## config.mk

```make
export PLATFORM = sky130hd
export DESIGN_NAME = minrv32_dbus_flat
export DESIGN_NICKNAME = d
export VERILOG_FILES = /design/src/rtl/minrv32_dbus_if.sv /design/src/rtl/minrv32_dbus.sv /design/src/flat_wrapper.sv
export SDC_FILE = /design/constraint.sdc
export NUM_CORES = 1
export LEC_CHECK = 0
export ABC_AREA = 1
export BUFFER_PORTS_ARGS = -buffer_cell sky130_fd_sc_hd__buf_2
export CORE_ASPECT_RATIO = 0.7
export CORE_MARGIN = 2
export CORE_UTILIZATION = 35
export CTS_BUF_LIST = sky130_fd_sc_hd__clkbuf_8
export DETAILED_ROUTE_END_ITERATION = 12
export PLACE_DENSITY = 0.66
export SLEW_MARGIN = 20
export SYNTH_ARGS = -nofsm -noshare
export SYNTH_HDL_FRONTEND = slang
export SYNTH_SLANG_ARGS = --single-unit
```

## constraint.sdc

```tcl
create_clock -name clk_i -period 2 [get_ports clk_i]
set_input_delay 0.6 -clock clk_i [delete_from_list [all_inputs] [get_ports clk_i]]
set_output_delay 0.6 -clock clk_i [all_outputs]
set_load 0.01 [all_outputs]
```

## src/rtl/minrv32_dbus_if.sv

```systemverilog
// Core-side request/response and bus-side request/response signals of the data-bus adapter.
// The adapter uses the master view; the environment (core plus memory) uses the slave view.
interface minrv32_dbus_if;
  logic        core_valid;
  logic [31:0] core_addr;
  logic [31:0] core_wdata;
  logic [3:0]  core_wmask;
  logic [3:0]  core_rmask;
  logic        core_ready;
  logic [31:0] core_rdata;
  logic        core_err;

  logic        bus_valid;
  logic [31:0] bus_addr;
  logic [31:0] bus_wdata;
  logic [3:0]  bus_wstrb;
  logic        bus_ready;
  logic [31:0] bus_rdata;
  logic        bus_err;

  modport master (
    input  core_valid, core_addr, core_wdata, core_wmask, core_rmask,
    output core_ready, core_rdata, core_err,
    output bus_valid, bus_addr, bus_wdata, bus_wstrb,
    input  bus_ready, bus_rdata, bus_err
  );

  modport slave (
    output core_valid, core_addr, core_wdata, core_wmask, core_rmask,
    input  core_ready, core_rdata, core_err,
    input  bus_valid, bus_addr, bus_wdata, bus_wstrb,
    output bus_ready, bus_rdata, bus_err
  );
endinterface

```

## src/rtl/minrv32_dbus.sv

```systemverilog
// Data-bus adapter: turns LSB-aligned core loads/stores into word-aligned lane-strobed bus
// accesses, with legality checking, a bus-wait timeout and a one-cycle completion pulse.
module minrv32_dbus #(
  parameter int unsigned TIMEOUT_CYCLES = 255
) (
  input logic            clk_i,
  input logic            reset_i,
  minrv32_dbus_if.master dbus_io
);

  typedef enum logic [1:0] {StIdle, StBus, StResp} state_e;

  localparam logic [15:0] TimeoutLim = 16'(TIMEOUT_CYCLES);

  state_e      state_q, state_d;
  logic [15:0] cnt_q, cnt_d;
  logic [1:0]  shift_q, shift_d;
  logic [3:0]  rmask_q, rmask_d;
  logic        bus_valid_q, bus_valid_d;
  logic [31:0] bus_addr_q, bus_addr_d;
  logic [31:0] bus_wdata_q, bus_wdata_d;
  logic [3:0]  bus_wstrb_q, bus_wstrb_d;
  logic        core_ready_q, core_ready_d;
  logic [31:0] core_rdata_q, core_rdata_d;
  logic        core_err_q, core_err_d;

  logic [3:0]  req_mask;
  logic        req_illegal;
  logic        req_noop;
  logic [15:0] cnt_inc;
  logic [31:0] load_shifted;
  logic [31:0] load_keep;

  function automatic logic mask_ok(logic [3:0] m);
    return m inside {4'h0, 4'h1, 4'h3, 4'hF};
  endfunction

  assign req_mask    = dbus_io.core_rmask | dbus_io.core_wmask;
  assign req_noop    = (req_mask == 4'h0);
  assign req_illegal = ((|dbus_io.core_rmask) && (|dbus_io.core_wmask)) ||
                       !mask_ok(dbus_io.core_rmask) || !mask_ok(dbus_io.core_wmask) ||
                       ((req_mask == 4'h3) && dbus_io.core_addr[0]) ||
                       ((req_mask == 4'hF) && (dbus_io.core_addr[1:0] != 2'b00));

  assign cnt_inc      = cnt_q + 16'd1;
  assign load_shifted = dbus_io.bus_rdata >> {shift_q, 3'b000};
  assign load_keep    = {{8{rmask_q[3]}}, {8{rmask_q[2]}}, {8{rmask_q[1]}}, {8{rmask_q[0]}}};

  always_comb begin
    state_d      = state_q;
    cnt_d        = cnt_q;
    shift_d      = shift_q;
    rmask_d      = rmask_q;
    bus_valid_d  = 1'b0;
    bus_addr_d   = bus_addr_q;
    bus_wdata_d  = bus_wdata_q;
    bus_wstrb_d  = bus_wstrb_q;
    core_ready_d = 1'b0;
    core_rdata_d = 32'h0;
    core_err_d   = 1'b0;

    unique case (state_q)
      StIdle: begin
        if (dbus_io.core_valid) begin
          if (req_illegal || req_noop) begin
            state_d      = StResp;
            core_ready_d = 1'b1;
            core_err_d   = req_illegal;
          end else begin
            state_d     = StBus;
            cnt_d       = 16'h0;
            shift_d     = dbus_io.core_addr[1:0];
            rmask_d     = dbus_io.core_rmask;
            bus_valid_d = 1'b1;
            bus_addr_d  = {dbus_io.core_addr[31:2], 2'b00};
            bus_wdata_d = dbus_io.core_wdata << {dbus_io.core_addr[1:0], 3'b000};
            bus_wstrb_d = dbus_io.core_wmask << dbus_io.core_addr[1:0];
          end
        end
      end
      StBus: begin
        // A response in the same cycle the wait limit is hit takes priority over the timeout.
        if (dbus_io.bus_ready) begin
          state_d      = StResp;
          core_ready_d = 1'b1;
          core_err_d   = dbus_io.bus_err;
          core_rdata_d = (bus_wstrb_q == 4'h0) ? (load_shifted & load_keep) : 32'h0;
        end else begin
          cnt_d = cnt_inc;
          if (cnt_inc == TimeoutLim) begin
            state_d      = StResp;
            core_ready_d = 1'b1;
            core_err_d   = 1'b1;
          end else begin
            bus_valid_d = 1'b1;
          end
        end
      end
      StResp: begin
        state_d = StIdle;
      end
      default: begin
        state_d = StIdle;
      end
    endcase
  end

  always_ff @(posedge clk_i) begin
    if (reset_i) begin
      state_q      <= StIdle;
      cnt_q        <= 16'h0;
      shift_q      <= 2'b00;
      rmask_q      <= 4'h0;
      bus_valid_q  <= 1'b0;
      bus_addr_q   <= 32'h0;
      bus_wdata_q  <= 32'h0;
      bus_wstrb_q  <= 4'h0;
      core_ready_q <= 1'b0;
      core_rdata_q <= 32'h0;
      core_err_q   <= 1'b0;
    end else begin
      state_q      <= state_d;
      cnt_q        <= cnt_d;
      shift_q      <= shift_d;
      rmask_q      <= rmask_d;
      bus_valid_q  <= bus_valid_d;
      bus_addr_q   <= bus_addr_d;
      bus_wdata_q  <= bus_wdata_d;
      bus_wstrb_q  <= bus_wstrb_d;
      core_ready_q <= core_ready_d;
      core_rdata_q <= core_rdata_d;
      core_err_q   <= core_err_d;
    end
  end

  assign dbus_io.bus_valid  = bus_valid_q;
  assign dbus_io.bus_addr   = bus_addr_q;
  assign dbus_io.bus_wdata  = bus_wdata_q;
  assign dbus_io.bus_wstrb  = bus_wstrb_q;
  assign dbus_io.core_ready = core_ready_q;
  assign dbus_io.core_rdata = core_rdata_q;
  assign dbus_io.core_err   = core_err_q;

endmodule
```

## src/flat_wrapper.sv

```systemverilog
// flat-port wrapper written by rule: the top's interface ports become plain ports
module minrv32_dbus_flat 
#(
  parameter int unsigned TIMEOUT_CYCLES = 255
)
  (clk_i, reset_i, dbus_io_core_valid, dbus_io_core_addr, dbus_io_core_wdata, dbus_io_core_wmask, dbus_io_core_rmask, dbus_io_core_ready, dbus_io_core_rdata, dbus_io_core_err, dbus_io_bus_valid, dbus_io_bus_addr, dbus_io_bus_wdata, dbus_io_bus_wstrb, dbus_io_bus_ready, dbus_io_bus_rdata, dbus_io_bus_err);
  minrv32_dbus_if dbus_io_i ();
  input logic clk_i;
  input logic reset_i;
  input wire logic [$bits(dbus_io_i.core_valid)-1:0] dbus_io_core_valid;
  input wire logic [$bits(dbus_io_i.core_addr)-1:0] dbus_io_core_addr;
  input wire logic [$bits(dbus_io_i.core_wdata)-1:0] dbus_io_core_wdata;
  input wire logic [$bits(dbus_io_i.core_wmask)-1:0] dbus_io_core_wmask;
  input wire logic [$bits(dbus_io_i.core_rmask)-1:0] dbus_io_core_rmask;
  output wire logic [$bits(dbus_io_i.core_ready)-1:0] dbus_io_core_ready;
  output wire logic [$bits(dbus_io_i.core_rdata)-1:0] dbus_io_core_rdata;
  output wire logic [$bits(dbus_io_i.core_err)-1:0] dbus_io_core_err;
  output wire logic [$bits(dbus_io_i.bus_valid)-1:0] dbus_io_bus_valid;
  output wire logic [$bits(dbus_io_i.bus_addr)-1:0] dbus_io_bus_addr;
  output wire logic [$bits(dbus_io_i.bus_wdata)-1:0] dbus_io_bus_wdata;
  output wire logic [$bits(dbus_io_i.bus_wstrb)-1:0] dbus_io_bus_wstrb;
  input wire logic [$bits(dbus_io_i.bus_ready)-1:0] dbus_io_bus_ready;
  input wire logic [$bits(dbus_io_i.bus_rdata)-1:0] dbus_io_bus_rdata;
  input wire logic [$bits(dbus_io_i.bus_err)-1:0] dbus_io_bus_err;
  assign dbus_io_i.core_valid = dbus_io_core_valid;
  assign dbus_io_i.core_addr = dbus_io_core_addr;
  assign dbus_io_i.core_wdata = dbus_io_core_wdata;
  assign dbus_io_i.core_wmask = dbus_io_core_wmask;
  assign dbus_io_i.core_rmask = dbus_io_core_rmask;
  assign dbus_io_core_ready = dbus_io_i.core_ready;
  assign dbus_io_core_rdata = dbus_io_i.core_rdata;
  assign dbus_io_core_err = dbus_io_i.core_err;
  assign dbus_io_bus_valid = dbus_io_i.bus_valid;
  assign dbus_io_bus_addr = dbus_io_i.bus_addr;
  assign dbus_io_bus_wdata = dbus_io_i.bus_wdata;
  assign dbus_io_bus_wstrb = dbus_io_i.bus_wstrb;
  assign dbus_io_i.bus_ready = dbus_io_bus_ready;
  assign dbus_io_i.bus_rdata = dbus_io_bus_rdata;
  assign dbus_io_i.bus_err = dbus_io_bus_err;
  minrv32_dbus #(.TIMEOUT_CYCLES(TIMEOUT_CYCLES)) u_core (.clk_i(clk_i), .reset_i(reset_i), .dbus_io(dbus_io_i));
endmodule
```

=== Word level (Yosys, flattened, before mapping) ===
Cells that the tools add are included.

* Register bits: 125
* Bits in latches: 0
* Bits in writable memories: 0
* Memory bits (read-only): 0
* Input bits: 109
* Output and inout port bits: 103
* Word-level logic and storage cells: 83
* Memories kept: 0

* Add/sub/neg operators: 1
* Multiply operators: 0
* Divide/modulo/power cells: 0
* Magnitude comparators: 0
* Eq/ne operators: 14
* Shift-type cells: 3
* Multiplexer cells: 23
* Bitwise operators: 6
* Reductions and logical operators: 25

{| class="wikitable"
|+ Operator list
! operator !! number
|-
| 2-to-1 mux 16 bit || 3
|-
| AND 32 bit || 1
|-
| case mux 16 bit (2 select lines) || 1
|-
| << shifter 32 x 5 -> 32 bit || 1
|-
| >> shifter 32 x 5 -> 32 bit || 1
|-
| adder 16 x 1 -> 16 bit (second input constant) || 1
|-
| == test 16 x 8 -> 1 bit (second input constant) || 1
|-
| zero test 4 bit || 4
|-
| == test 4 x 2 -> 1 bit (second input constant) || 3
|-
| == test 4 bit (second input constant) || 3
|-
| OR reduction 4 bit || 3
|-
| 2-to-1 mux 1 bit || 11
|-
| == test 4 x 1 -> 1 bit (second input constant) || 2
|-
| 2-to-1 mux 2 bit || 4
|-
| nonzero test 4 bit || 2
|-
| != test 2 bit (second input constant) || 3
|-
| case mux 1 bit (2 select lines) || 3
|-
| logical OR 1 bit || 5
|-
| inverter 1 bit || 4
|-
| bitwise OR 4 bit || 1
|-
| case mux 2 bit (2 select lines) || 1
|-
| AND reduction 4 bit || 1
|-
| nonzero test 2 bit || 2
|-
| << shifter 4 x 2 -> 4 bit || 1
|-
| other kinds (7) || 10
|}

=== Longest topological paths before layout ===
* Word-level depth: 11
* Gate-level depth with buffers: 14
* Depth with buffers taken out: 13

=== Worst setup path before layout ===
OpenSTA, ideal clock, no wires.

* Path type: input to register
* Start point: input port dbus_io_core_rmask[2]
* End point: register u_core.cnt_q[13]
* Setup time: 115 ps
* Arrival: 1,655 ps
* Required time: 1,885 ps
* Path slack: 230 ps
* Stages on the path: 12
* Path buffers: 2
* Cell sequence: nor2_1 > nand2_1 > inv_1 > o211ai_1 > nand2_1 > clkinv_2 > nand2_2 > nand2_2 > buf_6 > buf_6 > a21oi_1 > nor2_1

* Word-level cells in the longest chain between the ends: 10
* Elaborated cells between the ends (all ways): 21
* Those cells by class: eq/ne (6); bitwise (1); reduce/logical (14)

{| class="wikitable"
|+ Ends and longest elaborated chain
! element !! RTL line !! text
|-
| start, declared || flat_wrapper.sv:14 || <nowiki>input wire logic [$bits(dbus_io_i.core_rmask)-1:0] dbus_io_core_rmask;</nowiki>
|-
| == test 4 x 1 -> 1 bit (tied with other cells) || minrv32_dbus.sv:35 || <nowiki>return m inside {4'h0, 4'h1, 4'h3, 4'hF};</nowiki>
|-
| nonzero test 4 bit || minrv32_dbus.sv:35 ||
|-
| zero test 1 bit || minrv32_dbus.sv:41 || <nowiki>!mask_ok(dbus_io.core_rmask) || !mask_ok(dbus_io.core_wmask) ||</nowiki>
|-
| logical OR 1 bit || minrv32_dbus.sv:40 || <nowiki>assign req_illegal = ((|dbus_io.core_rmask) && (|dbus_io.core_wmask)) ||</nowiki>
|-
| logical OR 1 bit (2 in series) || minrv32_dbus.sv:41 ||
|-
| logical OR 1 bit || minrv32_dbus.sv:42 || <nowiki>((req_mask == 4'h3) && dbus_io.core_addr[0]) ||</nowiki>
|-
| logical OR 1 bit * || minrv32_dbus.sv:65 || <nowiki>if (req_illegal || req_noop) begin</nowiki>
|-
| != test 2 bit (no source line) * || -- ||
|-
| AND reduction 4 bit (no source line) * || -- ||
|-
| end signal, assigned || minrv32_dbus.sv:123 || <nowiki>cnt_q <= cnt_d;</nowiki>
|-
| end, declared || minrv32_dbus.sv:16 || <nowiki>logic [15:0] cnt_q, cnt_d;</nowiki>
|}

Mark *: on every way between the ends. The rest lies on a longest branch, timed or not.
A chain may end at the register's enable or synchronous reset.

=== Worst setup path in the final report ===
* Start point: register u_core.cnt_q[1]
* End point: register u_core.core_err_q (netlist: u_core.dbus_io.core_err)

* Word-level cells in the longest chain between the ends: 5

{| class="wikitable"
|+ Ends and longest elaborated chain
! element !! RTL line !! text
|-
| adder 16 x 1 -> 16 bit || minrv32_dbus.sv:45 || <nowiki>assign cnt_inc = cnt_q + 16'd1;</nowiki>
|-
| == test 16 x 8 -> 1 bit || minrv32_dbus.sv:90 || <nowiki>if (cnt_inc == TimeoutLim) begin</nowiki>
|-
| 2-to-1 mux 1 bit || minrv32_dbus.sv:90 ||
|-
| 2-to-1 mux 1 bit || minrv32_dbus.sv:83 || <nowiki>if (dbus_io.bus_ready) begin</nowiki>
|-
| case mux 1 bit (2 select lines) || minrv32_dbus.sv:62 || <nowiki>unique case (state_q)</nowiki>
|-
| end signal, assigned || minrv32_dbus.sv:132 || <nowiki>core_err_q <= core_err_d;</nowiki>
|-
| end, declared || minrv32_dbus.sv:25 || <nowiki>logic core_err_q, core_err_d;</nowiki>
|}

No other way between the ends.

==> metrics <==
# nets final=1179; share of layout cells above drive strength 1=30.4%; CP Max Fanout=5; Core ar.=17000 um2; WP data required=2360 ps; vias=6179; Die Area=18200 um2; Gate Count Post-Synth=849; Chip Width=161 um; # rows=40; CTS sink count=125; R2R Setup Slk=170 ps; max-cap violations=0; number of global-route vias before repair=5742; count leader, synth=nand2_1; Power per Cell Area=680 nW/um2; Worst-Skew Late Latency=430 ps; reg2reg start=u_core.cnt_q[1]; Sequential Power Share=47.1%; mean post-synth cell area=7.07 um2; top post-synthesis cells by area=dfxtp_1 (42%), nand2_1 (10%), a21oi_1 (9.7%), o21ai_0 (7.3%), inv_1 (6.3%); VDD IR max=0.443 mV; FF-to-FF End=u_core.dbus_io.core_err; busiest layer in global routing=met2; Startpoint Class=flip-flop; DR pass1 iterations=4; first-pass GRT wire length=29100 um; clock share of power=41.2%; Netlist Area Pre-Place=6000 um2; most common library cells after synthesis=nand2_1 (164), dfxtp_1 (125), a21oi_1 (116); CTS Root Cell=clkbuf_8; Final min period=1830 ps; TNS Setup=0 ps; f_max=546 MHz; Global Route Usage Sum=19.9%; drt via density=4.71; grt met3 use=6.98%; Yosys warning total=0; M1 GR Usage=25.3%; H-tree Lvls=4; number of synthesized flops with an enable pin=0; CTS tree=built; I/O pin cnt=212; CTS Buf Count=17; WL/cell=13.9 um; Antenna Cells=0; Synth area leader=dfxtp_1; Crit. End Element=flip-flop; static leakage=3.55 nW; Critical path origin=u_core.cnt_q[1]; CP max stage cell=dfxtp_1; DRT Wirelength=18300 um; DR iter-0 viols=457; antenna violations before repair=0; number of setup violations in the final report=0; synth unique cells=37; ys flop type=dfxtp_1; combinational group share of total power=11.7%; Net Sw Frac=27.8%; final hold violation count=0; Slew Viols, Final=0; crit path to=u_core.dbus_io.core_err; #FFs+latches synth=125; IO Port Bufs=209; Routed Antenna Nets=0; total grt overflow=0; Pint=3.92 mW; RSZ-0062 raised after global routing=no; sequential fraction of the synthesis area=41.7%; most frequent CP cell=nand2_1; DRC=0; clock transition at the registers of the reported paths=90 ps; # placed instances=1278; outcome=finished clean; crit-path max cell delay=380 ps; cell breakdown of the critical path=ha_4 -> nand3_2 -> nor2_4 -> nand2_1 -> nand2_1 -> nand2_1 -> nor2_1 -> nand2_1 -> nor2_2 -> nand2_2 -> nand2_2 -> nand3_2 -> a21oi_2; Max clock buf depth=2; DP Wirelength=13800 um; WP data arrival=2190 ps; post-route non-filler standard cell count=1312; GR met2 Demand/Resource=32.5%; Reg2Reg Depth=13; final period utilization=91.6%; critical path class=reg2reg; share of async-settable or async-resettable flops after synthesis=0%; area growth from synthesis to layout=32.9%; Synth top area share=41.7%; largest net degree at the start of global routing=55; global placement routability congestion=0.840; Initial Util=35.4%; die height=114 um; Clock Skews=10.5 ps; P_sw=1.51 mW; Hold/Removal Path Class=in2reg
[critical path: cells and delay by family, from the launching register on]
kind	cells	cell delay (ps)
AO/OA/AOI/OAI	1	120
adder cells (fa/ha/maj)	1	170
flip-flops	1	380
AND/OR/NAND/NOR	11	1110
[power by group through the flow]
stage,clock network (mW),logic [mW],registers (mW)
3_3_place_gp,0,0.632,2.61
3_5_place_dp,0,0.636,2.61
2_1_floorplan,0,0.326,2.63
5_1_grt,2.43,0.714,2.56
4_1_cts,2.30,0.638,2.56
6_report,2.23,0.635,2.56
[worst min-delay path by stage]
stage	from	end	slack, ps	cells past startpoint
floorplan	u_core.rmask_q[0]	u_core.rmask_q[0]	420	2
global placement	u_core.dbus_io.bus_addr[21]	u_core.dbus_io.bus_addr[21]	430	2
finish	dbus_io_core_addr[10]	u_core.dbus_io.bus_addr[10]	440	3
global route	dbus_io_bus_rdata[24]	u_core.dbus_io.core_rdata[24]	410	3
detailed placement	u_core.dbus_io.bus_wdata[18]	u_core.dbus_io.bus_wdata[18]	430	2
CTS	dbus_io_bus_rdata[25]	u_core.dbus_io.core_rdata[25]	410	3
[metrics by stage]
stage	instance area, um2	worst slack [ps]	utilization, %	power [mW]	hold WS, ps
after floorplan	6000	230	-	2.95	424
after detailed placement	7530	-68.9	44.4	3.25	434
after global routing	7970	15.1	47.0	5.71	410
after CTS	7930	157	46.7	5.49	412
final	7970	168	47.0	5.42	437
after global placement	7530	-64.5	44.4	3.25	430
[timing repair]
| action | 4_1_cts | 5_1_grt |
|---|---|---|
| setup buffers | 0 | 2 |
| hold buffers | 0 | 0 |
| gates resized for setup | 0 | 3 |
| setup endpoints to repair | 0 | 5 |
[final cells by class]
cell class | instances | area [um2]
Clock buffer | 17 | 234
Clock inverter | 15 | 164
Fill cell | 1708 | 8990
Inverter | 106 | 399
Multi-Input combinational cell | 567 | 2870
Sequential cell | 125 | 2500
Tap cell | 231 | 289
Timing Repair Buffer | 251 | 1510
[sequential cells by signal (all words and copies together) (netlist names)]
name,count
u_core.dbus_io.bus_wdata,32
u_core.dbus_io.core_rdata,32
u_core.dbus_io.bus_addr,30
u_core.cnt_q,16
u_core.dbus_io.bus_wstrb,4
u_core.rmask_q,4
u_core.shift_q,2
u_core.state_q,2
u_core.dbus_io.bus_valid,1
u_core.dbus_io.core_err,1
u_core.dbus_io.core_ready,1
[metal layers]
metal  part of all wire [%]  up-vias
met4                    1.3        0
li1                       -     3203
met5                      0        -
met3                    7.9       12
met2                     45      201
met1                     45     2763
[layout by cell type (no fill, tap or decap), types with 7 or more instances in the layout]
cell and instances:
a211oi_1 22, a21oi_1 116, buf_12 12, buf_2 209
buf_4 30, clkbuf_8 17, dfxtp_1 125, inv_1 101
nand2_1 164, nand2_2 7, nand3_1 21, nand3_2 11
nand4_1 15, nor2_1 71, o21ai_0 88, or2_2 9
[cells by family after synthesis]
family                     share of synthesized area, %
AOI/OAI and AO/OA                                  21.4
xor gates and xnor gates                          0.438
DFF                                                41.7
other                                            0.0625
and+or+nand+nor                                    24.6
buffers and inverters                              10.8
adders and majority gates                         0.417
muxes                                             0.667
(Power assumes the default switching activity.)
